`src/rtl/mem_arbiter_if.sv`:
```
// mem_arbiter_if: requester ports, read-return path and shared-memory bus of mem_arbiter.
// The master side drives both requesters and returns memory read data; the slave side is the arbiter.
interface mem_arbiter_if #(
    parameter int unsigned AW = 32,
    parameter int unsigned DW = 32
);
    logic          r0_req;
    logic          r0_lock;
    logic          r0_we;
    logic [AW-1:0] r0_adr;
    logic [DW-1:0] r0_wd;
    logic          r0_gnt;
    logic          r0_rvalid;
    logic [DW-1:0] r0_rdata;

    logic          r1_req;
    logic          r1_lock;
    logic          r1_we;
    logic [AW-1:0] r1_adr;
    logic [DW-1:0] r1_wd;
    logic          r1_gnt;
    logic          r1_rvalid;
    logic [DW-1:0] r1_rdata;

    logic          mem_we;
    logic [AW-1:0] mem_adr;
    logic [DW-1:0] mem_wd;
    logic [DW-1:0] mem_rd;

    modport master (
        output r0_req, r0_lock, r0_we, r0_adr, r0_wd,
        output r1_req, r1_lock, r1_we, r1_adr, r1_wd,
        output mem_rd,
        input  r0_gnt, r0_rvalid, r0_rdata,
        input  r1_gnt, r1_rvalid, r1_rdata,
        input  mem_we, mem_adr, mem_wd
    );

    modport slave (
        input  r0_req, r0_lock, r0_we, r0_adr, r0_wd,
        input  r1_req, r1_lock, r1_we, r1_adr, r1_wd,
        input  mem_rd,
        output r0_gnt, r0_rvalid, r0_rdata,
        output r1_gnt, r1_rvalid, r1_rdata,
        output mem_we, mem_adr, mem_wd
    );
endinterface

```
`src/rtl/mem_arbiter.sv`:
```
// mem_arbiter: shares one single-port memory between the core (port 0) and the loader/debug master (port 1).
// Define MEM_ARB_RR_EN for round-robin tie-breaking; the default build gives port 0 fixed priority.
module mem_arbiter #(
    parameter int unsigned AW        = 32,
    parameter int unsigned DW        = 32,
    parameter int unsigned MAX_BURST = 16
) (
    input logic          clk,
    input logic          reset,
    mem_arbiter_if.slave bus
);
    localparam int unsigned     CNT_W     = $clog2(MAX_BURST);
    localparam logic [CNT_W-1:0] CNT_LIMIT = CNT_W'(MAX_BURST - 1);

    typedef enum logic [1:0] {
        OWN_NONE = 2'd0,
        OWN_P0   = 2'd1,
        OWN_P1   = 2'd2
    } owner_t;

    typedef struct packed {
        logic          we;
        logic [AW-1:0] adr;
        logic [DW-1:0] wd;
    } req_t;

    owner_t           owner_q, owner_d;
    logic             last_q, last_d;
    logic [CNT_W-1:0] cnt_q, cnt_d;

    logic    hold0, hold1;
    logic    gnt0, gnt1;
    logic    lock;
    req_t    req0, req1, sel_req;

    logic          rvalid0_q, rvalid1_q;
    logic [DW-1:0] rdata0_q, rdata1_q;

    assign req0 = {bus.r0_we, bus.r0_adr, bus.r0_wd};
    assign req1 = {bus.r1_we, bus.r1_adr, bus.r1_wd};

    // Ownership/tie state register
    always_ff @(posedge clk) begin
        if (reset) begin
            owner_q <= OWN_NONE;
            last_q  <= 1'b1;
            cnt_q   <= '0;
        end else begin
            owner_q <= owner_d;
            last_q  <= last_d;
            cnt_q   <= cnt_d;
        end
    end

    // Grant decision and next ownership state
    always_comb begin
        owner_d = OWN_NONE;
        last_d  = last_q;
        cnt_d   = '0;
        gnt0    = 1'b0;
        gnt1    = 1'b0;
        lock    = 1'b0;

        // A live burst keeps its grant only while the owner still requests and the limit is not hit
        hold0 = (owner_q == OWN_P0) && bus.r0_req && (cnt_q < CNT_LIMIT);
        hold1 = (owner_q == OWN_P1) && bus.r1_req && (cnt_q < CNT_LIMIT);

        if (!reset) begin
            if (hold0) begin
                gnt0 = 1'b1;
            end else if (hold1) begin
                gnt1 = 1'b1;
            end else if (bus.r0_req && bus.r1_req) begin
`ifdef MEM_ARB_RR_EN
                gnt0 = last_q;
                gnt1 = !last_q;
`else
                gnt0 = 1'b1;
`endif
            end else begin
                gnt0 = bus.r0_req;
                gnt1 = bus.r1_req;
            end
        end

        if (gnt0 || gnt1) begin
            last_d = gnt1;
            lock   = gnt1 ? bus.r1_lock : bus.r0_lock;
            if (lock && (cnt_q != CNT_LIMIT)) begin
                owner_d = gnt1 ? OWN_P1 : OWN_P0;
                cnt_d   = (hold0 || hold1) ? cnt_q + CNT_W'(1) : CNT_W'(1);
            end
        end
    end

    // Winner's request steers the memory; idle bus is all zeros
    always_comb begin
        sel_req = '0;
        if (gnt0) begin
            sel_req = req0;
        end else if (gnt1) begin
            sel_req = req1;
        end
    end

    // One-cycle registered read return per port
    always_ff @(posedge clk) begin
        if (reset) begin
            rvalid0_q <= 1'b0;
            rvalid1_q <= 1'b0;
            rdata0_q  <= '0;
            rdata1_q  <= '0;
        end else begin
            rvalid0_q <= gnt0 && !bus.r0_we;
            rvalid1_q <= gnt1 && !bus.r1_we;
            if (gnt0 && !bus.r0_we) begin
                rdata0_q <= bus.mem_rd;
            end
            if (gnt1 && !bus.r1_we) begin
                rdata1_q <= bus.mem_rd;
            end
        end
    end

    assign bus.r0_gnt    = gnt0;
    assign bus.r1_gnt    = gnt1;
    assign bus.mem_we    = sel_req.we;
    assign bus.mem_adr   = sel_req.adr;
    assign bus.mem_wd    = sel_req.wd;
    assign bus.r0_rvalid = rvalid0_q;
    assign bus.r1_rvalid = rvalid1_q;
    assign bus.r0_rdata  = rdata0_q;
    assign bus.r1_rdata  = rdata1_q;
endmodule
```
`src/flat_wrapper.sv`:
```
// flat-port wrapper written by rule: the top's interface ports become plain ports
module mem_arbiter_flat 
#(
    parameter int unsigned AW        = 32,
    parameter int unsigned DW        = 32,
    parameter int unsigned MAX_BURST = 16
)
  (clk, reset, bus_r0_req, bus_r0_lock, bus_r0_we, bus_r0_adr, bus_r0_wd, bus_r1_req, bus_r1_lock, bus_r1_we, bus_r1_adr, bus_r1_wd, bus_mem_rd, bus_r0_gnt, bus_r0_rvalid, bus_r0_rdata, bus_r1_gnt, bus_r1_rvalid, bus_r1_rdata, bus_mem_we, bus_mem_adr, bus_mem_wd);
  mem_arbiter_if #(.AW(AW), .DW(DW)) bus_i ();
  input logic clk;
  input logic reset;
  input wire logic [$bits(bus_i.r0_req)-1:0] bus_r0_req;
  input wire logic [$bits(bus_i.r0_lock)-1:0] bus_r0_lock;
  input wire logic [$bits(bus_i.r0_we)-1:0] bus_r0_we;
  input wire logic [$bits(bus_i.r0_adr)-1:0] bus_r0_adr;
  input wire logic [$bits(bus_i.r0_wd)-1:0] bus_r0_wd;
  input wire logic [$bits(bus_i.r1_req)-1:0] bus_r1_req;
  input wire logic [$bits(bus_i.r1_lock)-1:0] bus_r1_lock;
  input wire logic [$bits(bus_i.r1_we)-1:0] bus_r1_we;
  input wire logic [$bits(bus_i.r1_adr)-1:0] bus_r1_adr;
  input wire logic [$bits(bus_i.r1_wd)-1:0] bus_r1_wd;
  input wire logic [$bits(bus_i.mem_rd)-1:0] bus_mem_rd;
  output wire logic [$bits(bus_i.r0_gnt)-1:0] bus_r0_gnt;
  output wire logic [$bits(bus_i.r0_rvalid)-1:0] bus_r0_rvalid;
  output wire logic [$bits(bus_i.r0_rdata)-1:0] bus_r0_rdata;
  output wire logic [$bits(bus_i.r1_gnt)-1:0] bus_r1_gnt;
  output wire logic [$bits(bus_i.r1_rvalid)-1:0] bus_r1_rvalid;
  output wire logic [$bits(bus_i.r1_rdata)-1:0] bus_r1_rdata;
  output wire logic [$bits(bus_i.mem_we)-1:0] bus_mem_we;
  output wire logic [$bits(bus_i.mem_adr)-1:0] bus_mem_adr;
  output wire logic [$bits(bus_i.mem_wd)-1:0] bus_mem_wd;
  assign bus_i.r0_req = bus_r0_req;
  assign bus_i.r0_lock = bus_r0_lock;
  assign bus_i.r0_we = bus_r0_we;
  assign bus_i.r0_adr = bus_r0_adr;
  assign bus_i.r0_wd = bus_r0_wd;
  assign bus_i.r1_req = bus_r1_req;
  assign bus_i.r1_lock = bus_r1_lock;
  assign bus_i.r1_we = bus_r1_we;
  assign bus_i.r1_adr = bus_r1_adr;
  assign bus_i.r1_wd = bus_r1_wd;
  assign bus_i.mem_rd = bus_mem_rd;
  assign bus_r0_gnt = bus_i.r0_gnt;
  assign bus_r0_rvalid = bus_i.r0_rvalid;
  assign bus_r0_rdata = bus_i.r0_rdata;
  assign bus_r1_gnt = bus_i.r1_gnt;
  assign bus_r1_rvalid = bus_i.r1_rvalid;
  assign bus_r1_rdata = bus_i.r1_rdata;
  assign bus_mem_we = bus_i.mem_we;
  assign bus_mem_adr = bus_i.mem_adr;
  assign bus_mem_wd = bus_i.mem_wd;
  mem_arbiter #(.AW(AW), .DW(DW), .MAX_BURST(MAX_BURST)) u_core (.clk(clk), .reset(reset), .bus(bus_i));
endmodule
```
`config.mk`:
```
export PLATFORM = sky130hd
export DESIGN_NAME = mem_arbiter_flat
export DESIGN_NICKNAME = d
export VERILOG_FILES = /design/src/rtl/mem_arbiter_if.sv /design/src/rtl/mem_arbiter.sv /design/src/flat_wrapper.sv
export SDC_FILE = /design/constraint.sdc
export NUM_CORES = 1
export LEC_CHECK = 0
export BUFFER_PORTS_ARGS = -buffer_cell sky130_fd_sc_hd__clkbuf_2
export CORE_AREA = 2 2 116 118
export DETAILED_ROUTE_END_ITERATION = 10
export DIE_AREA = 0 0 118 120
export GPL_TIMING_DRIVEN = 0
export HOLD_SLACK_MARGIN = 0.15
export PLACE_DENSITY = 0.66
export SYNTH_ARGS = -nofsm -noshare
export SYNTH_HDL_FRONTEND = slang
export SYNTH_SLANG_ARGS = --single-unit
```
`constraint.sdc`:
```
create_clock -name clk -period 2.45 [get_ports clk]
set_input_delay 0.3675 -clock clk [delete_from_list [all_inputs] [get_ports clk]]
set_output_delay 0.3675 -clock clk [all_outputs]
set_load 0.03 [all_outputs]
```
=== Word-level counts from Yosys, hierarchy flattened ===
Index checks and enable logic that the tools add are counted.

* Bits in registers: 72

* $add $sub $neg: 1
* Order comparisons: 1
* Equality and inequality tests: 3
* Muxes and demuxes: 13
* Bitwise logic cells: 3
* Reductions and logical operators: 14

{| class="wikitable"
|+ Operator list
! kind !! count
|-
| $mux 65 || 2
|-
| $mux 1 || 10
|-
| $logic_and 1x1->1 || 8
|-
| $add 4x1->4 const B || 1
|-
| $lt 4x4->1 const B || 1
|-
| $ne 4x4->1 const B || 1
|-
| $reduce_or 4->1 || 1
|-
| $not 1->1 || 3
|-
| $reduce_or 3->1 || 1
|-
| $eq 2x1->1 const B || 1
|-
| $eq 2x2->1 const B || 1
|-
| $logic_not 1->1 || 2
|-
| $logic_or 1x1->1 || 2
|-
| $mux 2 || 1
|}

=== Longest topological paths before layout ===
* Depth after elaboration: 10
* Depth in mapped cells: 7
* Mapped depth without buffers: 5

=== Worst setup path before layout ===
OpenSTA, ideal clock, no wires.

* Path type: register to output
* Start point: register u_core.cnt_q[0]
* End point: output bus_mem_we
* Arrival time: 2007 ps
* Required time: 2082 ps
* Path slack: 76 ps
* Stages on the path, launching flop included: 6
* Path through: dfxtp_1 -> ha_1 -> nand3_1 -> a211oi_2 -> clkbuf_1 -> o21ai_0

* Elaborated cells on any way between the ends: 11

{| class="wikitable"
|+ RTL lines
! element !! line !! source
|-
| start: declaration || mem_arbiter.sv:29 || <nowiki>logic [CNT_W-1:0] cnt_q, cnt_d;</nowiki>
|-
| start signal: assignment || mem_arbiter.sv:51 || <nowiki>cnt_q <= cnt_d;</nowiki>
|-
| $lt 4x4->1 * || mem_arbiter.sv:65, mem_arbiter.sv:66 ||
|-
| $logic_and 1x1->1 || mem_arbiter.sv:66 || <nowiki>hold1 = (owner_q == OWN_P1) && bus.r1_req && (cnt_q < CNT_LIMIT);</nowiki>
|-
| $mux 1 || mem_arbiter.sv:71 || <nowiki>end else if (hold1) begin</nowiki>
|-
| $mux 1 * || mem_arbiter.sv:69 || <nowiki>if (hold0) begin</nowiki>
|-
| $mux 1 * || mem_arbiter.sv:68 || <nowiki>if (!reset) begin</nowiki>
|-
| via bus_r0_gnt || flat_wrapper.sv:23 || <nowiki>output wire logic [$bits(bus_i.r0_gnt)-1:0] bus_r0_gnt;</nowiki>
|-
| $mux 65 * || mem_arbiter.sv:99 || <nowiki>if (gnt0) begin</nowiki>
|-
| end: declaration || flat_wrapper.sv:29 || <nowiki>output wire logic [$bits(bus_i.mem_we)-1:0] bus_mem_we;</nowiki>
|}

Mark *: on every way through the listed nets, which the timed path passes. The rest lies on a longest branch.

=== Worst setup path after layout ===
* Start point: register u_core.cnt_q[1]
* End point: output bus_mem_adr[21]

* Word-level cells in the longest chain between the ends: 7
* Elaborated cells on any way between the ends: 11

{| class="wikitable"
|+ Ends and longest elaborated chain
! element !! line !! source
|-
| $lt 4x4->1 * || mem_arbiter.sv:65, mem_arbiter.sv:66 ||
|-
| $logic_and 1x1->1 || mem_arbiter.sv:66 ||
|-
| $mux 1 || mem_arbiter.sv:71 ||
|-
| $mux 1 || mem_arbiter.sv:69 ||
|-
| $mux 1 || mem_arbiter.sv:68 ||
|-
| $mux 65 || mem_arbiter.sv:101 || <nowiki>end else if (gnt1) begin</nowiki>
|-
| $mux 65 * || mem_arbiter.sv:99 ||
|-
| end: declaration || flat_wrapper.sv:30 || <nowiki>output wire logic [$bits(bus_i.mem_adr)-1:0] bus_mem_adr;</nowiki>
|}

Mark *: on every way between the ends. The rest lies on a longest branch, timed or not.

==> metrics.txt <==
I/O pin total 301; Syn Area/Cell 9.17 um^2; Rows 42; CTS tree done; Slew @ Worst Pin 709 ps; final WL 19300 um; Leak 3.08 nW; routability-driven placement congestion ratio 1.02; first-pass GRT wire length 27400 um; Final setup viols 0; distinct cell type count after synthesis 29; Final Hold Fails 0; EDFF count, synth 0; Max Slew Vio Count 0; largest net degree at the start of global routing 14; layout cells sized above 1 a little over half; vias in the first global route 4016; CP startpoint kind flop; DR pass1 iterations 4; CTS max path bufs 2; dominant cell type by area after synthesis dfxtp_1; CP Data Required Time 2080 ps; cells after synthesis 367; IO Port Bufs 300; Residual DRC 0; worst path arrival time 2040 ps; worst hold slack 235 ps; predominant post-synthesis flop cell dfxtp_1; drt first-iter violations 180; Cells after DPL 843; Synth area leaders dfxtp_1 43%, a22o_1 17%, mux2_1 9.7%; Final nets 855; Post-Layout Cell Count 870; Max transition margin a little over half; Core Area 13000 um^2; Syn Nets about 540; most common cell in the synthesized netlist dfxtp_1; Max FO, Critical Path 10; clock latency on the worst-skew pair about 340 ps; YS warnings 0; CP max stage cell dfxtp_2; Num Clock Sinks 72; Fillers 1311; pwr/cell area 564 nW/um^2; Avg Vias per Cell 4.73; sequential fraction of the synthesis area 42.8%; antenna violations before repair 3; max cap viols 0; Max Clock Freq 415 MHz; FFs w/ async S/R, synth 0%; status complete, no violations; final worst-path cycle share a little over nine tenths; Hold-fix buffers, CTS 0; die area 14200 um^2; hold crit path type in -> reg; CP cell instances ha_4 -> nand4_1 -> o211a_1 -> buf_4 -> clkbuf_4 -> a22o_4 -> clkbuf_8; grt total ovfl 0; CTS Root Cell clkbuf_16; TritonCTS buffer count 9; setup ws final 41.4 ps; synthesis-stage register bit count 72; mapped cell area 3370 um^2; wire length per cell 22.2 um; GR Util All Layers 26.8%; HPWL reported at the end of detailed placement 16300 um; DR vias 4118; Reg clk slew, reported paths approximately 60 ps; Fin Setup TNS 0 ps; Initial Util approximately 26%; VDD IR max 0.421 mV; Critical Path End Type output pin; critical path's largest stage delay 360 ps; H-tree levels 3; Die Y 120 um; Die X around 120 um; top-area cell type share of the netlist area 42.8%; Routed Antenna Nets 0; worst-case clock skew 5.63 ps; Layout area overhead 77.8%; synth cell count leaders 72 x dfxtp_1, 69 x nand2_1, 64 x a22o_1, 36 x nor2b_1, 34 x a21oi_1; Final min period about 2400 ps; critical path type reg -> out; pre-CTS setup slack -316 ps
## what timing repair did
item | CTS | global route
pin swaps | 5 | 3
buffers inserted | 5 | 3
gates resized for setup | 108 | 31
endpoints found under the setup margin | 66 | 64
## power by group
part | leakage [nW] | internal, mW | switching, mW | total [mW]
Clock | 0.129 | 0.688 | 0.523 | 1.21
Sequential | 0.589 | 1.22 | 0.0255 | 1.25
Combinational | 2.36 | 0.373 | 0.541 | 0.914
## logic make-up after synthesis
family	share of synthesized area, %
XOR/XNOR	0.260
flip-flops	42.8
buffers and inverters	4.65
multiplexers	11.0
AND/OR/NAND/NOR	16.6
adder cells (fa/ha/maj)	0.372
AO/OA/AOI/OAI	24.3
## per-stage QoR
step	total power, mW	util [%]	instance area (um^2)
3_3_place_gp	2.07	39.2	5090
2_1_floorplan	1.71	-	3370
3_5_place_dp	2.07	39.2	5090
6_report	3.37	46.1	5990
4_1_cts	3.38	45.2	5860
5_1_grt	3.49	46.1	5980
## per-layer routing
layer	wire length [um]	up-vias	GRT usage, %
li1	-	1955	-
met3	1790	24	9.32
met4	316	2	7.00
met2	8800	216	43.4
met5	13	-	0
met1	8380	1921	34.2
## area by class of cell
cell class	count	area, um^2	share of cell area (%)
antenna	3	7.51	0.125
buffer	31	234	3.91
clock buffer	10	229	3.83
clock inverter	6	46.3	0.773
inverter	3	11.3	0.188
multi-input combinational	261	1980	33.0
sequential	72	1450	24.2
tap	176	220	3.68
timing repair buffer	308	1820	30.3
## worst paths after layout
kind | start | to | slack [ps] | depth (start not counted)
setup / recovery | u_core.cnt_q[1] | bus_mem_adr[21] | 40 | 7
hold / removal | bus_r1_we | u_core.bus.r1_rvalid | 240 | 2
setup reg to reg | u_core.cnt_q[1] | u_core.bus.r0_rdata[17] | 480 | 9
hold reg to reg | u_core.bus.r1_rdata[27] | u_core.bus.r1_rdata[27] | 460 | 2
## cells in the final DEF (no fill, tap or decap), types with 4 or more instances in the layout
cell type / count
clkbuf_2: 257
dfxtp_1: 70
nand2_1: 69
a22o_1: 44
nor2b_1: 36
a21oi_1: 34
mux2_1: 29
clkbuf_8: 24
a22o_4: 20
clkbuf_4: 14
buf_6: 11
buf_4: 10
clkbuf_16: 10
clkbuf_1: 10
buf_2: 8
buf_1: 4
## critical path, delay by kind of cell (launching register included)
| kind | cells | cell delay (ps) |
|---|---|---|
| flops | 1 | 360 |
| buf+inv | 3 | 550 |
| compound gates | 2 | 480 |
| fa+ha+maj | 1 | 180 |
| simple gates | 1 | 130 |
## sequential cells by signal (all words and copies together) (netlist names)
signal	flops
u_core.bus.r0_rdata	32
u_core.bus.r1_rdata	32
u_core.cnt_q	4
u_core.owner_q	2
u_core.bus.r0_rvalid	1
u_core.bus.r1_rvalid	1
Power figures use the tool's default switching activity.
